`src/rtl/multicycle_ctrl.sv`:
```
// Multi-cycle CPU control FSM: sequences IF/ID/EXE/MEM/WB and decodes datapath strobes
// from the current state and the IR opcode.
module multicycle_ctrl #(
    parameter int unsigned OP_W    = 6,
    parameter int unsigned ALUOP_W = 3
) (
    input  logic               CLK,
    input  logic               Reset,
    input  logic [OP_W-1:0]    op,
    input  logic               zero,
    output logic               PCWre,
    output logic               IRWre,
    output logic               InsMemRW,
    output logic               RegWre,
    output logic               RegOut,
    output logic               ALUSrcB,
    output logic               ALUM2Reg,
    output logic               DataMemRW,
    output logic               ExtSel,
    output logic [1:0]         PCSrc,
    output logic [ALUOP_W-1:0] ALUOp,
    output logic [2:0]         state
);

    localparam logic [OP_W-1:0] OP_ADD  = OP_W'(6'b000000);
    localparam logic [OP_W-1:0] OP_ADDI = OP_W'(6'b000001);
    localparam logic [OP_W-1:0] OP_SUB  = OP_W'(6'b000010);
    localparam logic [OP_W-1:0] OP_ORI  = OP_W'(6'b010000);
    localparam logic [OP_W-1:0] OP_AND  = OP_W'(6'b010001);
    localparam logic [OP_W-1:0] OP_OR   = OP_W'(6'b010010);
    localparam logic [OP_W-1:0] OP_MOVE = OP_W'(6'b100000);
    localparam logic [OP_W-1:0] OP_SW   = OP_W'(6'b100110);
    localparam logic [OP_W-1:0] OP_LW   = OP_W'(6'b100111);
    localparam logic [OP_W-1:0] OP_BEQ  = OP_W'(6'b110000);
    localparam logic [OP_W-1:0] OP_HALT = OP_W'(6'b111111);

    localparam logic [ALUOP_W-1:0] ALU_ADD = ALUOP_W'(3'b000);
    localparam logic [ALUOP_W-1:0] ALU_SUB = ALUOP_W'(3'b001);
    localparam logic [ALUOP_W-1:0] ALU_OR  = ALUOP_W'(3'b011);
    localparam logic [ALUOP_W-1:0] ALU_AND = ALUOP_W'(3'b100);

    typedef enum logic [2:0] {
        S_IF    = 3'b000,
        S_ID    = 3'b001,
        S_EXE_R = 3'b010,
        S_EXE_B = 3'b011,
        S_EXE_M = 3'b100,
        S_MEM   = 3'b101,
        S_WB    = 3'b110,
        S_HALT  = 3'b111
    } state_t;

    state_t r_state;
    state_t w_next_state;
    logic   r_run;
    logic   w_en;
    logic   w_in_exec;
    logic   w_is_alu;
    logic   w_is_lw;
    logic   w_is_sw;
    logic   w_is_beq;
    logic   w_is_halt;
    logic   w_is_nop;

    assign w_is_alu  = (op == OP_ADD) || (op == OP_ADDI) || (op == OP_SUB) || (op == OP_ORI) ||
                       (op == OP_AND) || (op == OP_OR)   || (op == OP_MOVE);
    assign w_is_lw   = (op == OP_LW);
    assign w_is_sw   = (op == OP_SW);
    assign w_is_beq  = (op == OP_BEQ);
    assign w_is_halt = (op == OP_HALT);
    assign w_is_nop  = !(w_is_alu || w_is_lw || w_is_sw || w_is_beq || w_is_halt);

    // r_run holds the FSM idle in IF until the first rising edge after reset release,
    // so the first real fetch cycle is a full clock period.
    assign w_en      = Reset && r_run;
    assign w_in_exec = (r_state != S_IF) && (r_state != S_HALT);
    assign state     = r_state;

    always_comb begin
        w_next_state = r_state;
        case (r_state)
            S_IF:    w_next_state = S_ID;
            S_ID: begin
                if (w_is_halt)               w_next_state = S_HALT;
                else if (w_is_beq)           w_next_state = S_EXE_B;
                else if (w_is_lw || w_is_sw) w_next_state = S_EXE_M;
                else if (w_is_alu)           w_next_state = S_EXE_R;
                else                         w_next_state = S_IF;
            end
            S_EXE_R: w_next_state = S_WB;
            S_EXE_B: w_next_state = S_IF;
            S_EXE_M: w_next_state = S_MEM;
            S_MEM:   w_next_state = w_is_lw ? S_WB : S_IF;
            S_WB:    w_next_state = S_IF;
            S_HALT:  w_next_state = S_HALT;
            default: w_next_state = S_IF;
        endcase
    end

    always_ff @(posedge CLK or negedge Reset) begin
        if (!Reset) begin
            r_state <= S_IF;
            r_run   <= 1'b0;
        end else begin
            r_run <= 1'b1;
            if (r_run) r_state <= w_next_state;
        end
    end

    // Strobes depend on zero and op in the same cycle, so they decode combinationally.
    always_comb begin
        PCWre     = 1'b0;
        IRWre     = 1'b0;
        InsMemRW  = 1'b0;
        RegWre    = 1'b0;
        DataMemRW = 1'b0;
        ALUM2Reg  = 1'b0;
        PCSrc     = 2'b00;
        case (r_state)
            S_IF: begin
                InsMemRW = 1'b1;
                IRWre    = w_en;
            end
            S_ID:    PCWre = w_en && w_is_nop;
            S_EXE_B: begin
                PCWre = w_en;
                PCSrc = zero ? 2'b01 : 2'b00;
            end
            S_MEM: begin
                DataMemRW = w_en && w_is_sw;
                PCWre     = w_en && w_is_sw;
            end
            S_WB: begin
                RegWre   = w_en;
                PCWre    = w_en;
                ALUM2Reg = w_is_lw;
            end
            default: ;
        endcase
    end

    // Opcode-static controls, held for the whole ID..WB span.
    always_comb begin
        ALUOp   = ALU_ADD;
        ALUSrcB = 1'b0;
        ExtSel  = 1'b0;
        RegOut  = 1'b0;
        if (w_in_exec) begin
            case (op)
                OP_SUB, OP_BEQ: ALUOp = ALU_SUB;
                OP_OR, OP_ORI:  ALUOp = ALU_OR;
                OP_AND:         ALUOp = ALU_AND;
                default:        ALUOp = ALU_ADD;
            endcase
            ALUSrcB = (op == OP_ADDI) || (op == OP_ORI) || w_is_lw || w_is_sw;
            ExtSel  = (op != OP_ORI);
            RegOut  = (op == OP_ADD) || (op == OP_SUB) || (op == OP_AND) ||
                      (op == OP_OR)  || (op == OP_MOVE);
        end
    end

endmodule

```
`config.mk`:
```
export PLATFORM = sky130hd
export DESIGN_NAME = multicycle_ctrl
export DESIGN_NICKNAME = d
export VERILOG_FILES = /design/src/rtl/multicycle_ctrl.sv
export SDC_FILE = /design/constraint.sdc
export NUM_CORES = 1
export LEC_CHECK = 0
export CORE_UTILIZATION = 40
export DETAILED_ROUTE_END_ITERATION = 8
export PLACE_DENSITY = 0.82
export SETUP_SLACK_MARGIN = 0.15
export SLEW_MARGIN = 20
export SYNTH_ARGS = -nofsm -noshare
export SYNTH_HDL_FRONTEND = slang
export SYNTH_SLANG_ARGS = --single-unit
```
`constraint.sdc`:
```
create_clock -name CLK -period 2.28 [get_ports CLK]
set_input_delay 0.456 -clock CLK [delete_from_list [all_inputs] [get_ports CLK]]
set_output_delay 0.456 -clock CLK [all_outputs]
set_load 0.03 [all_outputs]
```
==> results of run 1 <==
cell usage in the layout (no fill, tap or decap), types with 3 or more instances in the layout:
master | Yosys | routed
buf_4 | 2 | 35
buf_6 | 3 | 11
nand2_1 | 7 | 7
nor2_1 | 7 | 6
o21ai_0 | 5 | 5
clkdlybuf4s50_1 | 0 | 5
inv_1 | 4 | 4
clkbuf_4 | 1 | 4
dfrtp_1 | 4 | 4
nand3_1 | 5 | 3
nor2b_1 | 3 | 3
final timing paths:
kind,end
max in group asynchronous,r_run
setup / recovery,PCWre
min in group CLK,state[2]
setup reg to reg,state[1]
hold reg to reg,state[2]
hold / removal,state[1]
cells by family after synthesis:
| group | Yosys count |
|---|---|
| and+or+nand+nor | 40 |
| AOI/OAI and AO/OA | 19 |
| buffers and inverters | 12 |
| DFF | 4 |
| xor gates and xnor gates | 2 |
| other | 2 |
| adders and majority gates | 1 |
power breakdown:
| part | internal [mW] | leakage (nW) | switching [mW] |
|---|---|---|---|
| clock network | 0.0595 | 0.0138 | 0.0387 |
| logic | 0.0669 | 0.497 | 0.0614 |
| registers | 0.0722 | 0.0379 | 0.00238 |
| total | 0.199 | 0.549 | 0.102 |
cell type report:
type | count | share of cell area, %
tap | 15 | 1.51
clock buffer | 3 | 1.81
sequential | 4 | 8.04
multi-input combinational | 64 | 47.7
timing repair buffer | 57 | 39.7
inverter | 4 | 1.21
registers in the layout, indices dropped and copies added, names as in the netlist:
name,cells
r_run,1
state,3
synthesized netlist by cell type (all sizes together):
master   n  area, um^2
nor2     7        26.3
xor2     1        8.76
nand3    5        25.0
a311oi   1        8.76
o21ba    1        10.0
nand2b   1        6.26
nand4    1        6.26
o21ai    5        25.0
nor4     2        12.5
nor3     2        10.0
and3     1        6.26
a2bb2oi  1        8.76
xnor2    1        8.76
o311ai   1        8.76
or2      1        6.26
nor3b    1        7.51
a21oi    1        5.00
conb     2        7.51
clkbuf   2        11.3
a21boi   1        7.51
nor2b    3        18.8
o2bb2ai  1        15.0
a22oi    1        7.51
a2111oi  2        18.8
inv      4        15.0
and2     1        6.26
a211oi   2        15.0
o211ai   1        7.51
dfrtp    4         100
nor4b    2        17.5
o311a    1        10.0
maj3     1        11.3
buf      6        53.8
nand4bb  1        11.3
or4      2        22.5
nand2    7        26.3
or3b     1        8.76
nand4b   1        23.8
or3      1        6.26
repair_timing:
action	in CTS	in global routing
setup endpoints to repair	10	6
buffers inserted	6	4
pin swaps	5	4
gates resized for setup	52	18
per-layer routing:
layer,GRT usage (%),up-vias,routed length [um]
met1,41.7,432,1140
met4,13.7,0,120
met2,64.1,87,1470
met5,0,-,0
li1,-,399,-
met3,6.52,15,285
==> key figures, run 1 <==
Status
  • Status: complete, but fails checks
  • Failing checks: setup timing

Timing
  • Fmax: around 430 MHz
  • Final TNS setup: -0.0430 ns
  • Hold Fails Final Rpt: 0
  • Final hold slack: ~0.5 ns
  • Endpoints failing setup: 2
  • Final slew viol count: 0
  • RSZ-0062 raised after global routing: true
  • Setup Skew: around 0.0095 ns
  • Final period util: 102%
  • Minimum clock period: between 2 and 2.5 ns
  • Final worst slack: -0.0375 ns

Global routing
  • All-Layer GR Usage: between 30% and 40%
  • Number of global-route vias before repair: roughly 800
  • Grt ovf: 0
  • First-pass GRT wire length: 3.84 mm
  • Initial antenna violation count: 0
  • Pin count of the biggest net entering global routing: 11

Job
  • Max Cap Viol: 0

Critical path
  • Delay-heaviest family, CP: simple AND/OR/NAND/NOR gates
  • Crit path kind: in -> out
  • CP cell instances: buf_6, or4_4, buf_6, a21oi_4, a2111oi_4, buf_4, o2bb2ai_4, buf_6
  • Buf/Inv on CP: 4
  • Crit Reg-Reg Startpoint: state[1]
  • Worst path max stage delay: roughly 0.54 ns
  • CP required: approximately 1.8 ns
  • Worst Setup End Kind: output port
  • Critical Path Source Type: input port
  • CP Launch Point: op[2]
  • Crit-path slowest cell: or4_4
  • Most used cell, CP: buf_6
  • Critical path peak fanout: 2
  • Reg2reg path depth: 4
  • Reg2Reg Setup Slack: 0.87 ns
  • Critical Path Stages: 8
  • Arr. time, crit path: roughly 1.9 ns

Place
  • Placed Cells incl. Taps: about 130
  • RD Place Congestion: 0.858
  • Post-DP Area: 976 um^2
  • Post-DP HPWL: about 1.4 mm
  • # port buffers: 24
  • Dpl ws: -0.504 ns

Clock tree
  • Clock Path Buffers: 2
  • CTS tree: yes
  • Post-CTS Hold Fix Bufs: 0
  • H-tree levels: 1
  • Sink Count: 4
  • CTS root buf: clkbuf_4
  • CTS Buf Count: 3
  • Clock latency on the worst-skew pair: 0.25 ns
  • Clk pin slew, worst setup/hold paths: 0.05 ns

Synthesis
  • YS warnings: 0
  • Simple-Gate Fraction of Synth Area: between 40% and 50%
  • Gate Count Post-Synth: 80
  • Compound-Gate Fraction of Synth Area: between 20% and 30%
  • Adder-Cell Fraction of Synth Area: between 1.5 and 2%
  • Unique masters post-synth: 43
  • Yosys reg bits: 4
  • Largest family of logic cells by synthesized area: simple AND/OR/NAND/NOR gates
  • Avg Inst Size Synth: 7.65 um^2
  • Syn Nets: between 80 and 90
  • Xor/xnor share of the synthesized area: 2.86%
  • Synthesized area: 612 um^2
  • Mux share of post-synthesis cell area: 0%
  • Register area share after synthesis: between 10% and 20%

Floorplan
  • Chip width: approximately 40 um
  • Row count: 13
  • Area of the core: about 1400 um^2
  • Die Ht: between 40 and 50 um
  • Die area: roughly 1700 um^2
  • Starting Density: about 45%
  • Number of I/O pins: 26

Routing
  • DRT Pass-1 Iters: 4
  • # DRC: 0
  • Total Wirelength: 3.02 mm
  • WL/cell: about 20 um
  • Routed vias: 933
  • Via density: between 6 and 7
  • Initial DRC Count: 27
  • Antenna viol nets, final: 0

Finish
  • # nets final: around 140
  • Final Non-Filler Cells: 147
  • Fillers: 51
  • Area Growth Syn to Fin: 103%
  • Final Core Density: 91.1%
  • Design Area, Final: between 1000 and 1500 um^2
  • FF+latch area: between 100 and 150 um^2
  • Multi-input logic area: approximately 600 um^2
  • Antenna Cells: 0
  • Ratio of cells with drive above 1 in the final layout: 56.1%

Pwr
  • Leakage: approximately 0.55 nW
  • PwrDens: 242 nW/um^2
  • Worst VDD drop: roughly 0.00021 V
  • Total power: around 0.3 mW

Min path
  • Hold Crit Class: in -> async
Note: power is estimated with default switching activity, not from simulation.
==> run 2: changes to the inputs <==
--- a/config.mk
+++ b/config.mk
@@ -5,9 +5,12 @@
 export SDC_FILE = /design/constraint.sdc
 export NUM_CORES = 1
 export LEC_CHECK = 0
-export CORE_UTILIZATION = 40
+export CELL_PAD_IN_SITES_DETAIL_PLACEMENT = 1
+export CELL_PAD_IN_SITES_GLOBAL_PLACEMENT = 2
+export CORE_MARGIN = 4
+export CORE_UTILIZATION = 22
 export DETAILED_ROUTE_END_ITERATION = 8
-export PLACE_DENSITY = 0.82
+export PLACE_DENSITY = 0.84
 export SETUP_SLACK_MARGIN = 0.15
 export SLEW_MARGIN = 20
 export SYNTH_ARGS = -nofsm -noshare
==> run 2 against run 1 <==
  * Hold slack improved by 0.042 ns
  * Core utilization fell by 40 points
  * Clock power decreased by 5.7%
  * Largest power group unchanged
  * Final cell count up 12%
  * Critical path type unchanged
  * First-iteration DRC count grew 7.4%
  * Critical endpoint unchanged
  * Global-route usage fell by 20 points
  * The flow now finishes without violations
==> key figures, run 2 (same netlist as run 1, synthesis figures left out) <==
Routing
  • Via density: just over 5
  • # DRC: 0
  • Routed vias: 833
  • Initial DRC Count: 29
  • WL/cell: 16.1 um
  • Total Wirelength: between 2 and 3 mm
  • Antenna viol nets, final: 0
  • DRT Pass-1 Iters: 4

Place
  • # port buffers: 24
  • Post-DP Area: ~1000 um^2
  • Post-DP HPWL: between 1.5 and 2 mm
  • RD Place Congestion: roughly 0.74

Finish
  • Ratio of cells with drive above 1 in the final layout: 61.5%
  • Number of flip-flops in the largest register: 3
  • Design Area, Final: roughly 1300 um^2
  • Final Core Density: around half
  • Area Growth Syn to Fin: 112%
  • # nets final: about 150
  • Most frequent cells in the layout: 33 x buf_4, 16 x buf_6, 6 x nand2_1
  • Commonest non-fill, non-tap cell in the layout: buf_4
  • Antenna Cells: 0

Clock tree
  • CTS root buf: clkbuf_4
  • CTS tree: yes
  • Clk pin slew, worst setup/hold paths: about 0.040 ns
  • CTS Buf Count: 3
  • Clock latency on the worst-skew pair: 0.24 ns
  • H-tree levels: 1
  • Sink Count: 4
  • Clock Path Buffers: 2
  • Post-CTS Hold Fix Bufs: 0

Global routing
  • Number of global-route vias before repair: 923
  • First-pass GRT wire length: approximately 4.2 mm
  • All-Layer GR Usage: 15.5%
  • Initial antenna violation count: 0
  • Pin count of the biggest net entering global routing: 10
  • Grt ovf: 0

Min path
  • Hold Crit Class: in -> async

Critical path
  • Critical Path Source Type: input port
  • CP cell instances: buf_6, or4_4, buf_6, a21oi_2, a2111oi_2, buf_4, o2bb2ai_4, buf_6
  • Crit path kind: in -> out
  • Critical path destination: PCWre
  • Reg2reg path depth: 4
  • Most used cell, CP: buf_6
  • Critical path peak fanout: 2
  • CP required: around 1.8 ns
  • CP Launch Point: op[2]
  • Delay-heaviest family, CP: simple AND/OR/NAND/NOR gates
  • Buf/Inv on CP: 4
  • Critical Path Stages: 8
  • Crit-path slowest cell: or4_4
  • Worst path max stage delay: approximately 0.54 ns
  • Arr. time, crit path: between 1.5 and 2 ns
  • R2R Path End: state[2]
  • Crit Reg-Reg Startpoint: state[1]
  • Reg2Reg Setup Slack: between 1 and 1.5 ns
  • Worst Setup End Kind: output port

Pwr
  • Sw Share: 31.2%
  • Leakage: about 0.58 nW
  • Combinational share of power: a little over two fifths
  • Seq pwr share: between 20% and 30%
  • Clock share of power: between 30% and 40%
  • Total power: about 0.29 mW
  • Cell Int Power: 0.198 mW
  • PwrDens: ~220 nW/um^2
  • Sw Pwr: between 0.08 and 0.09 mW
  • Worst VDD drop: approximately 0.00019 V

Floorplan
  • Chip width: just over 60 um
  • Area of the core: approximately 2600 um^2
  • Row count: 18
  • Die Ht: approximately 61 um
  • Die area: between 3000 and 4000 um^2
  • Starting Density: about a quarter
  • Number of I/O pins: 26

Timing
  • Final period util: 99.8%
  • Final TNS setup: 0 ns
  • Minimum clock period: 2.28 ns
  • RSZ-0062 raised after global routing: true
  • Setup Skew: 0.0106 ns
  • Endpoints failing setup: 0
  • Hold Fails Final Rpt: 0
  • Fmax: roughly 440 MHz
  • Final slew viol count: 0
  • Final hold slack: roughly 0.54 ns

Job
  • Max Cap Viol: 0

Status
  • Status: finished, final reports clean
-- run 2: changes by cell type in the layout (fill, tap and decap cells not counted), moves of 2 or more --
cell | previous run | this run
buf_2 | 2 | 4
buf_4 | 35 | 33
buf_6 | 11 | 16
dfrtp_1 | 4 | 2
dfrtp_2 | 0 | 2
-- run 2: power groups by stage --
stage	Clock [mW]	Sequential (mW)	Combinational, mW
after floorplan	0	0.0743	0.0402
after global placement	0	0.0750	0.0817
after detailed placement	0	0.0751	0.0854
after CTS	0.0971	0.0741	0.113
after global routing	0.0984	0.0744	0.130
final	0.0927	0.0742	0.121
-- run 2: layout make-up --
cell class                 instances  area [um^2]
fill                             312         1270
sequential                         4          103
inverter                           4         15.0
clock buffer                       3         22.5
timing repair buffer              60          522
tap                               30         37.5
multi-input combinational         64          601
-- run 2: how the worst min path moves through the flow --
stage / startpoint / endpoint / slack (ns)
after floorplan: Reset / r_run / 0.16
after detailed placement: state[1] / state[1] / 0.66
after global placement: state[1] / state[1] / 0.64
after global routing: Reset / state[2] / 0.55
final: Reset / state[2] / 0.54
after CTS: Reset / state[2] / 0.53
-- run 2: repair_timing --
| item | 4_1_cts | 5_1_grt |
|---|---|---|
| setup endpoints to repair | 10 | 6 |
| pin swaps | 9 | 4 |
| setup buffers | 6 | 2 |
| resized for setup | 62 | 12 |
-- run 2: through the flow --
stage,std cells,setup slack (ns)
global placement,154,-0.477
CTS,163,-0.00497
detailed placement,154,-0.508
finish,165,0.00450
global route,165,-0.0482
floorplan,80,0.0279
-- run 2: metal layers --
layer / up-vias / GRT usage (%) / share of wire, %
met1: 402 / 15.7 / 37
met3: 4 / 2.55 / 5.7
li1: 402 / - / -
met2: 25 / 30.8 / 56
met4: 0 / 6.19 / 1.1
met5: - / 0 / 0
